## config.mk

```make
export PLATFORM = sky130hd
export DESIGN_NAME = uart_mmio
export DESIGN_NICKNAME = d
export VERILOG_FILES = /design/src/rtl/uart_mmio.sv
export SDC_FILE = /design/constraint.sdc
export NUM_CORES = 1
export LEC_CHECK = 0
export CELL_PAD_IN_SITES_DETAIL_PLACEMENT = 2
export CELL_PAD_IN_SITES_GLOBAL_PLACEMENT = 2
export CORE_MARGIN = 8
export CORE_UTILIZATION = 42
export DETAILED_ROUTE_END_ITERATION = 8
export PLACE_DENSITY = 0.85
export REMOVE_ABC_BUFFERS = 1
export SETUP_SLACK_MARGIN = 0.5
export SYNTH_ARGS = -nofsm -noshare
export SYNTH_HDL_FRONTEND = slang
export SYNTH_SLANG_ARGS = --single-unit
```

## constraint.sdc

```tcl
create_clock -name clock -period 3.5 [get_ports clock]
set_input_delay 0.525 -clock clock [delete_from_list [all_inputs] [get_ports clock]]
set_output_delay 0.525 -clock clock [all_outputs]
set_load 0.005 [all_outputs]
```

## src/rtl/uart_mmio.sv

```systemverilog
// Memory-mapped 8N1 UART: four-register window (RXDATA, TXDATA, STATUS, CONTROL),
// TX/RX FIFOs, parametrised bit period and sticky overrun/framing error flags.
module uart_mmio #(
   parameter logic [7:0] BASE_ADDR   = 8'd252,
   parameter int         CLK_PER_BIT = 16,
   parameter int         DEPTH       = 4
) (
   input  logic       clock,
   input  logic       reset,
   input  logic [7:0] addr,
   input  logic [7:0] w_data,
   input  logic       w_en,
   input  logic       r_en,
   output logic [7:0] r_data,
   output logic       hit,
   input  logic       rx,
   output logic       tx
);
   localparam int PW = $clog2(DEPTH);
   localparam int CW = PW + 1;
   localparam int TW = $clog2(CLK_PER_BIT);
   localparam logic [TW-1:0] BIT_LAST  = TW'(CLK_PER_BIT - 1);
   localparam logic [TW-1:0] HALF_LAST = TW'(CLK_PER_BIT / 2 - 1);

   typedef enum logic [1:0] {S_IDLE, S_START, S_DATA, S_STOP} state_e;

   // Bus decode
   logic [1:0] off;
   logic       wr_tx, wr_ctl, rd_rx, clr_flags;
   assign hit       = (addr[7:2] == BASE_ADDR[7:2]);
   assign off       = addr[1:0];
   assign wr_tx     = w_en && hit && (off == 2'd1);
   assign wr_ctl    = w_en && hit && (off == 2'd3);
   assign rd_rx     = r_en && hit && (off == 2'd0);
   assign clr_flags = wr_ctl && w_data[2];

   logic tx_en_q, rx_en_q, ovr_q, ferr_q;

   // TX FIFO
   logic [7:0]    txf_mem_q [DEPTH];
   logic [PW-1:0] txf_wp_q, txf_rp_q;
   logic [CW-1:0] txf_cnt_q, txf_cnt_d;
   logic          txf_empty, txf_full, tx_push, tx_pop;
   assign txf_empty = (txf_cnt_q == '0);
   assign txf_full  = (txf_cnt_q == CW'(DEPTH));
   assign tx_push   = wr_tx && (!txf_full || tx_pop);

   always_comb begin
      txf_cnt_d = txf_cnt_q;
      if (tx_push && !tx_pop) txf_cnt_d = txf_cnt_q + CW'(1);
      else if (!tx_push && tx_pop) txf_cnt_d = txf_cnt_q - CW'(1);
   end

   always_ff @(posedge clock) begin
      if (reset) begin
         txf_wp_q  <= '0;
         txf_rp_q  <= '0;
         txf_cnt_q <= '0;
      end else begin
         if (tx_push) txf_wp_q <= txf_wp_q + PW'(1);
         if (tx_pop)  txf_rp_q <= txf_rp_q + PW'(1);
         txf_cnt_q <= txf_cnt_d;
      end
   end

   always_ff @(posedge clock) begin
      if (tx_push) txf_mem_q[txf_wp_q] <= w_data;
   end

   // RX FIFO
   logic [7:0]    rxf_mem_q [DEPTH];
   logic [PW-1:0] rxf_wp_q, rxf_rp_q;
   logic [CW-1:0] rxf_cnt_q, rxf_cnt_d;
   logic          rxf_empty, rxf_full, rx_pop, rx_done, rx_push, rxf_push, ovr_set, ferr_set;
   logic          rx_s2_q;
   logic [7:0]    rx_sh_q;
   assign rxf_empty = (rxf_cnt_q == '0);
   assign rxf_full  = (rxf_cnt_q == CW'(DEPTH));
   assign rx_pop    = rd_rx && !rxf_empty;
   assign rx_push   = rx_done && rx_s2_q;
   assign ferr_set  = rx_done && !rx_s2_q;
   assign rxf_push  = rx_push && (!rxf_full || rx_pop);
   assign ovr_set   = rx_push && rxf_full && !rx_pop;

   always_comb begin
      rxf_cnt_d = rxf_cnt_q;
      if (rxf_push && !rx_pop) rxf_cnt_d = rxf_cnt_q + CW'(1);
      else if (!rxf_push && rx_pop) rxf_cnt_d = rxf_cnt_q - CW'(1);
   end

   always_ff @(posedge clock) begin
      if (reset) begin
         rxf_wp_q  <= '0;
         rxf_rp_q  <= '0;
         rxf_cnt_q <= '0;
      end else begin
         if (rxf_push) rxf_wp_q <= rxf_wp_q + PW'(1);
         if (rx_pop)   rxf_rp_q <= rxf_rp_q + PW'(1);
         rxf_cnt_q <= rxf_cnt_d;
      end
   end

   always_ff @(posedge clock) begin
      if (rxf_push) rxf_mem_q[rxf_wp_q] <= rx_sh_q;
   end

   // Control register and sticky flags; a set event beats a clear write
   always_ff @(posedge clock) begin
      if (reset) begin
         tx_en_q <= 1'b0;
         rx_en_q <= 1'b0;
         ovr_q   <= 1'b0;
         ferr_q  <= 1'b0;
      end else begin
         if (wr_ctl) begin
            tx_en_q <= w_data[0];
            rx_en_q <= w_data[1];
         end
         if (ovr_set)        ovr_q <= 1'b1;
         else if (clr_flags) ovr_q <= 1'b0;
         if (ferr_set)       ferr_q <= 1'b1;
         else if (clr_flags) ferr_q <= 1'b0;
      end
   end

   // TX serialiser; STOP chains straight into START when another byte waits
   state_e        tx_st_q;
   logic [TW-1:0] tx_cnt_q;
   logic [2:0]    tx_bit_q;
   logic [7:0]    tx_sh_q;
   logic          tx_q, tx_bit_end;
   assign tx_bit_end = (tx_cnt_q == BIT_LAST);
   assign tx_pop     = tx_en_q && !txf_empty &&
                       ((tx_st_q == S_IDLE) || ((tx_st_q == S_STOP) && tx_bit_end));
   assign tx         = tx_q;

   always_ff @(posedge clock) begin
      if (reset) begin
         tx_st_q  <= S_IDLE;
         tx_cnt_q <= '0;
         tx_bit_q <= '0;
         tx_q     <= 1'b1;
      end else begin
         tx_cnt_q <= (tx_st_q == S_IDLE || tx_bit_end) ? '0 : tx_cnt_q + TW'(1);
         case (tx_st_q)
            S_IDLE: if (tx_pop) begin
               tx_st_q <= S_START;
               tx_q    <= 1'b0;
            end
            S_START: if (tx_bit_end) begin
               tx_st_q  <= S_DATA;
               tx_bit_q <= '0;
               tx_q     <= tx_sh_q[0];
            end
            S_DATA: if (tx_bit_end) begin
               if (tx_bit_q == 3'd7) begin
                  tx_st_q <= S_STOP;
                  tx_q    <= 1'b1;
               end else begin
                  tx_bit_q <= tx_bit_q + 3'd1;
                  tx_q     <= tx_sh_q[1];
               end
            end
            S_STOP: if (tx_bit_end) begin
               tx_st_q <= tx_pop ? S_START : S_IDLE;
               tx_q    <= !tx_pop;
            end
            default: tx_st_q <= S_IDLE;
         endcase
      end
   end

   always_ff @(posedge clock) begin
      if (tx_pop) tx_sh_q <= txf_mem_q[txf_rp_q];
      else if (tx_st_q == S_DATA && tx_bit_end) tx_sh_q <= {1'b0, tx_sh_q[7:1]};
   end

   // RX deserialiser; counter starts at 1 to absorb the edge-detect cycle
   state_e        rx_st_q;
   logic [TW-1:0] rx_cnt_q;
   logic [2:0]    rx_bit_q;
   logic          rx_s1_q, rx_prev_q, rx_bit_end;
   assign rx_bit_end = (rx_cnt_q == BIT_LAST);
   assign rx_done    = rx_en_q && (rx_st_q == S_STOP) && rx_bit_end;

   always_ff @(posedge clock) begin
      if (reset) begin
         rx_s1_q   <= 1'b1;
         rx_s2_q   <= 1'b1;
         rx_prev_q <= 1'b1;
      end else begin
         rx_s1_q   <= rx;
         rx_s2_q   <= rx_s1_q;
         rx_prev_q <= rx_s2_q;
      end
   end

   always_ff @(posedge clock) begin
      if (reset || !rx_en_q) begin
         rx_st_q  <= S_IDLE;
         rx_cnt_q <= TW'(1);
         rx_bit_q <= '0;
      end else begin
         case (rx_st_q)
            S_IDLE: begin
               rx_cnt_q <= TW'(1);
               if (rx_prev_q && !rx_s2_q) rx_st_q <= S_START;
            end
            S_START: if (rx_cnt_q == HALF_LAST) begin
               rx_st_q  <= rx_s2_q ? S_IDLE : S_DATA;
               rx_cnt_q <= '0;
               rx_bit_q <= '0;
            end else rx_cnt_q <= rx_cnt_q + TW'(1);
            S_DATA: if (rx_bit_end) begin
               rx_cnt_q <= '0;
               rx_bit_q <= rx_bit_q + 3'd1;
               if (rx_bit_q == 3'd7) rx_st_q <= S_STOP;
            end else rx_cnt_q <= rx_cnt_q + TW'(1);
            S_STOP: if (rx_bit_end) begin
               rx_st_q  <= S_IDLE;
               rx_cnt_q <= TW'(1);
            end else rx_cnt_q <= rx_cnt_q + TW'(1);
            default: rx_st_q <= S_IDLE;
         endcase
      end
   end

   always_ff @(posedge clock) begin
      if (rx_st_q == S_DATA && rx_bit_end) rx_sh_q <= {rx_s2_q, rx_sh_q[7:1]};
   end

   // Read mux
   logic [7:0] status;
   assign status = {3'b000, ferr_q, ovr_q, txf_full, !rxf_empty,
                    (tx_st_q != S_IDLE) || !txf_empty};

   always_comb begin
      r_data = 8'h00;
      if (hit) begin
         case (off)
            2'd0:    r_data = rxf_empty ? 8'h00 : rxf_mem_q[rxf_rp_q];
            2'd2:    r_data = status;
            2'd3:    r_data = {6'b000000, rx_en_q, tx_en_q};
            default: r_data = 8'h00;
         endcase
      end
   end
endmodule

```

==> flow_metrics.env <==
export IMPL_ios=31
export IMPL_vias_per_cell=5.542
export IMPL_setup_violations=0
export IMPL_layout_min_cycle_time_ns=3.057
export IMPL_fin_skew_ns=0.005634
export IMPL_status="finished, final reports clean"
export IMPL_power_internal_mw=2.679
export IMPL_reg2reg_slack_ns=0.58
export IMPL_grt_util_met2_pct=33.08
export IMPL_synthArstFlopShare_pct=0
export IMPL_cts_htree_levels=4
export IMPL_endpoint_kind="flop"
export IMPL_insertion_delay_ns=0.42
export IMPL_p_total_mw=3.460
export IMPL_slew_headroom_pct=32.07
export IMPL_syn_area_sq_um=5446
export IMPL_drc=0
export IMPL_cts_made_buffers=17
export IMPL_start_kind="input port"
export IMPL_fin_crit_sh_pct=87.33
export IMPL_gr_usage_met3_pct=3.754
export IMPL_netSwitchingFraction_pct=22.58
export IMPL_die_area_sq_um=16870
export IMPL_synth_edf_count=80
export IMPL_grt_pass1_wl_um=22850
export IMPL_finalHoldViolCount=0
export IMPL_comb_power_share_pct=5.1
export IMPL_yosys_warnings=0
export IMPL_dieHeight_um=129.9
export IMPL_critPathMaxStageDelay_ns=0.55
export IMPL_antenna_found_initial=0
export IMPL_drt_iter0_markers=175
export IMPL_cts_root_buffer="clkbuf_16"
export IMPL_timing_fmax_mhz=327.2
export IMPL_cts_tree="built"
export IMPL_p_leak_nw=2.222
export IMPL_grt_util_met1_pct=20.55
export IMPL_cp_slowest_cell="or4_4"
export IMPL_synthFlopType="edfxtp_1"
export IMPL_antenna_cells=0
export IMPL_critPathKind="in -> reg"
export IMPL_finalNetCount=496
export IMPL_whs_path_depth=1
export IMPL_synthCells=411
export IMPL_fillers=1206
export IMPL_cts_hold_buf=0
export IMPL_die_w_um=129.9
export IMPL_numPortBuffers=30
export IMPL_drv_slew=0
export IMPL_power_per_cell_area_nw_per_um2=522.3
export IMPL_post_route_util_pct=52.50
export IMPL_grt_overflow_total=0
export IMPL_synth_seq_cells=124
export IMPL_path_buf_inv=3
export IMPL_switchingPower_mw=0.7815
export IMPL_synth_area_per_cell_sq_um=13.25
export IMPL_path_clk_slew_ns=0.06
export IMPL_crit_fanout=3
export IMPL_finish_instance_area_sq_um=6625
export IMPL_synth_top_cells_by_area="edfxtp_1 44%, dfxtp_1 16%, mux4_2 6.6%"
export IMPL_postRouteAntennaNets=0
export IMPL_path_cells="clkdlybuf4s50_1 > nand4_1 > buf_4 > or4_4 > a21oi_4 > ha_4 > inv_1 > fa_2 > xor2_1 > or3_1 > a21oi_1"
export IMPL_rsz0062_at_grt="true"
export IMPL_seq_power_share_pct=45.4
export IMPL_clkPwrFrac_pct=49.5
export IMPL_grt_start_max_net_pins=21
export IMPL_worstPathRequired_ns=3.85
export IMPL_grt_pass1_vias=4061
export IMPL_synth_common_cells="80 x edfxtp_1, 44 x dfxtp_1, 29 x nor2_1"
export IMPL_min_path_type="reg -> reg"
export IMPL_synth_top_cell_area_share_pct=44.11
export IMPL_drv_cap=0
export IMPL_synth_cell_type_count=57
export IMPL_track_usage_pct=18.41
export IMPL_vias=3530
export IMPL_max_clock_path_buffers=2
export IMPL_ff2ff_path_depth=10
export IMPL_initial_core_util_pct=43.16
export IMPL_dpl_hpwl_um=9897
export IMPL_tightest_slew_ns=1.010
export IMPL_vdd_drop_max_mv=0.3040
export IMPL_clock_sinks=124
export IMPL_fp_row_count=41
export IMPL_place_area_sq_um=5933
export IMPL_yosys_cell_count_top_type="edfxtp_1"
export IMPL_cp_arrival_ns=3.40
export IMPL_wl_per_cell_um=23.37
export IMPL_cpLargestDelayFamily="simple AND/OR/NAND/NOR gates"
export IMPL_cp_depth=11
export IMPL_dr_pass1_iters=4
export IMPL_core_area_sq_um=12620
export IMPL_tns_ns=0
export IMPL_wl_um=14890
export IMPL_drive_above_1_share_pct=19.57
export IMPL_syn_to_final_growth_pct=21.64
export IMPL_synth_top_area_cell="edfxtp_1"
export IMPL_busiest_layer="met2"
export IMPL_gp_congestion=0.7531
export IMPL_synth_seq_area_share_pct=60.28
==> area by class of cell <==
type / count / area [sq um] / share of cell area (%)
timing repair buffer: 40 / 380.4 / 5.741
clock inverter: 15 / 148.9 / 2.247
multi-input combinational: 252 / 2103 / 31.75
inverter: 17 / 63.81 / 0.9632
clock buffer: 17 / 425.4 / 6.421
sequential: 124 / 3288 / 49.63
tap: 172 / 215.2 / 3.248
==> per-stage QoR <==
step | setup slack, ns | hold WS, ns | cells
after floorplan | 0.7086 | 0.3895 | 393
after CTS | 0.3835 | 0.4335 | 636
final | 0.4435 | 0.4328 | 637
after global routing | 0.3637 | 0.4537 | 637
after global placement | 0.2136 | 0.3930 | 601
after detailed placement | 0.03245 | 0.3961 | 601
==> layer usage <==
layer	vias up	part of all wire [%]
met3	23	2.2
met1	1835	42
li1	1621	-
met4	0	2.1
met2	51	54
met5	-	0
==> worst paths after layout <==
check | startpoint | end
max | addr[4] | rxf_cnt_q[2]
min reg2reg | rx_s1_q | rx_s2_q
max reg2reg | rx_cnt_q[0] | rxf_cnt_q[2]
min | rx_s1_q | rx_s2_q
==> worst reg2reg max path: cells and delay by family, from the launching register on <==
kind            cells  cell delay [ns]
compound gates      2             0.35
xor+xnor            1             0.18
fa+ha+maj           3             0.80
buf+inv             1             0.05
flops               1             0.37
simple gates        3             1.09
==> timing repair <==
item                                    4_1_cts  5_1_grt
hold endpoints to repair                      0        0
endpoints found under the setup margin        9        8
pin swaps                                     2        4
buffers inserted                              3        1
gates cloned                                  0        0
resized for setup                             7       15
==> logic make-up after synthesis <==
kind of cell    share of synthesized area, %
simple gates                           12.04
fa+ha+maj                              5.559
flops                                  60.28
xor+xnor                               1.608
buf+inv                                2.527
compound gates                         7.949
mux                                    10.04
==> layout by cell type, fill, tap and decap left out, types with 7 or more instances in the layout <==
master / instances
a21oi_1: 16
and2_1: 13
buf_4: 10
clkbuf_16: 17
clkdlybuf4s50_1: 28
dfxtp_1: 42
edfxtp_1: 80
ha_1: 18
inv_1: 17
mux2_2: 9
mux2i_1: 7
mux4_2: 16
nand2_1: 23
nand3_1: 8
nor2_1: 28
nor3_1: 7
o21ai_0: 16
==> registers in the layout (all words and copies together) (netlist names), 2 cells and up, named ones only <==
| signal | flops |
|---|---|
| rxf_mem_q | 32 |
| rx_cnt_q | 4 |
| rx_bit_q | 3 |
| tx_sh_q | 8 |
| txf_rp_q | 2 |
| txf_mem_q | 32 |
| rxf_cnt_q | 3 |
| tx_cnt_q | 4 |
| rxf_wp_q | 2 |
| tx_bit_q | 3 |
| rx_sh_q | 8 |
| txf_wp_q | 2 |
| txf_cnt_q | 3 |
| rxf_rp_q | 2 |
| tx_st_q | 2 |
==> power by group through the flow <==
stage / Combinational (mW) / Sequential, mW / Clock [mW]
floorplan: 0.0834 / 1.60 / 0
global placement: 0.153 / 1.60 / 0
detailed placement: 0.166 / 1.60 / 0
CTS: 0.170 / 1.57 / 1.74
global route: 0.193 / 1.57 / 1.80
finish: 0.177 / 1.57 / 1.71
Note: power is estimated with default switching activity, not from simulation.
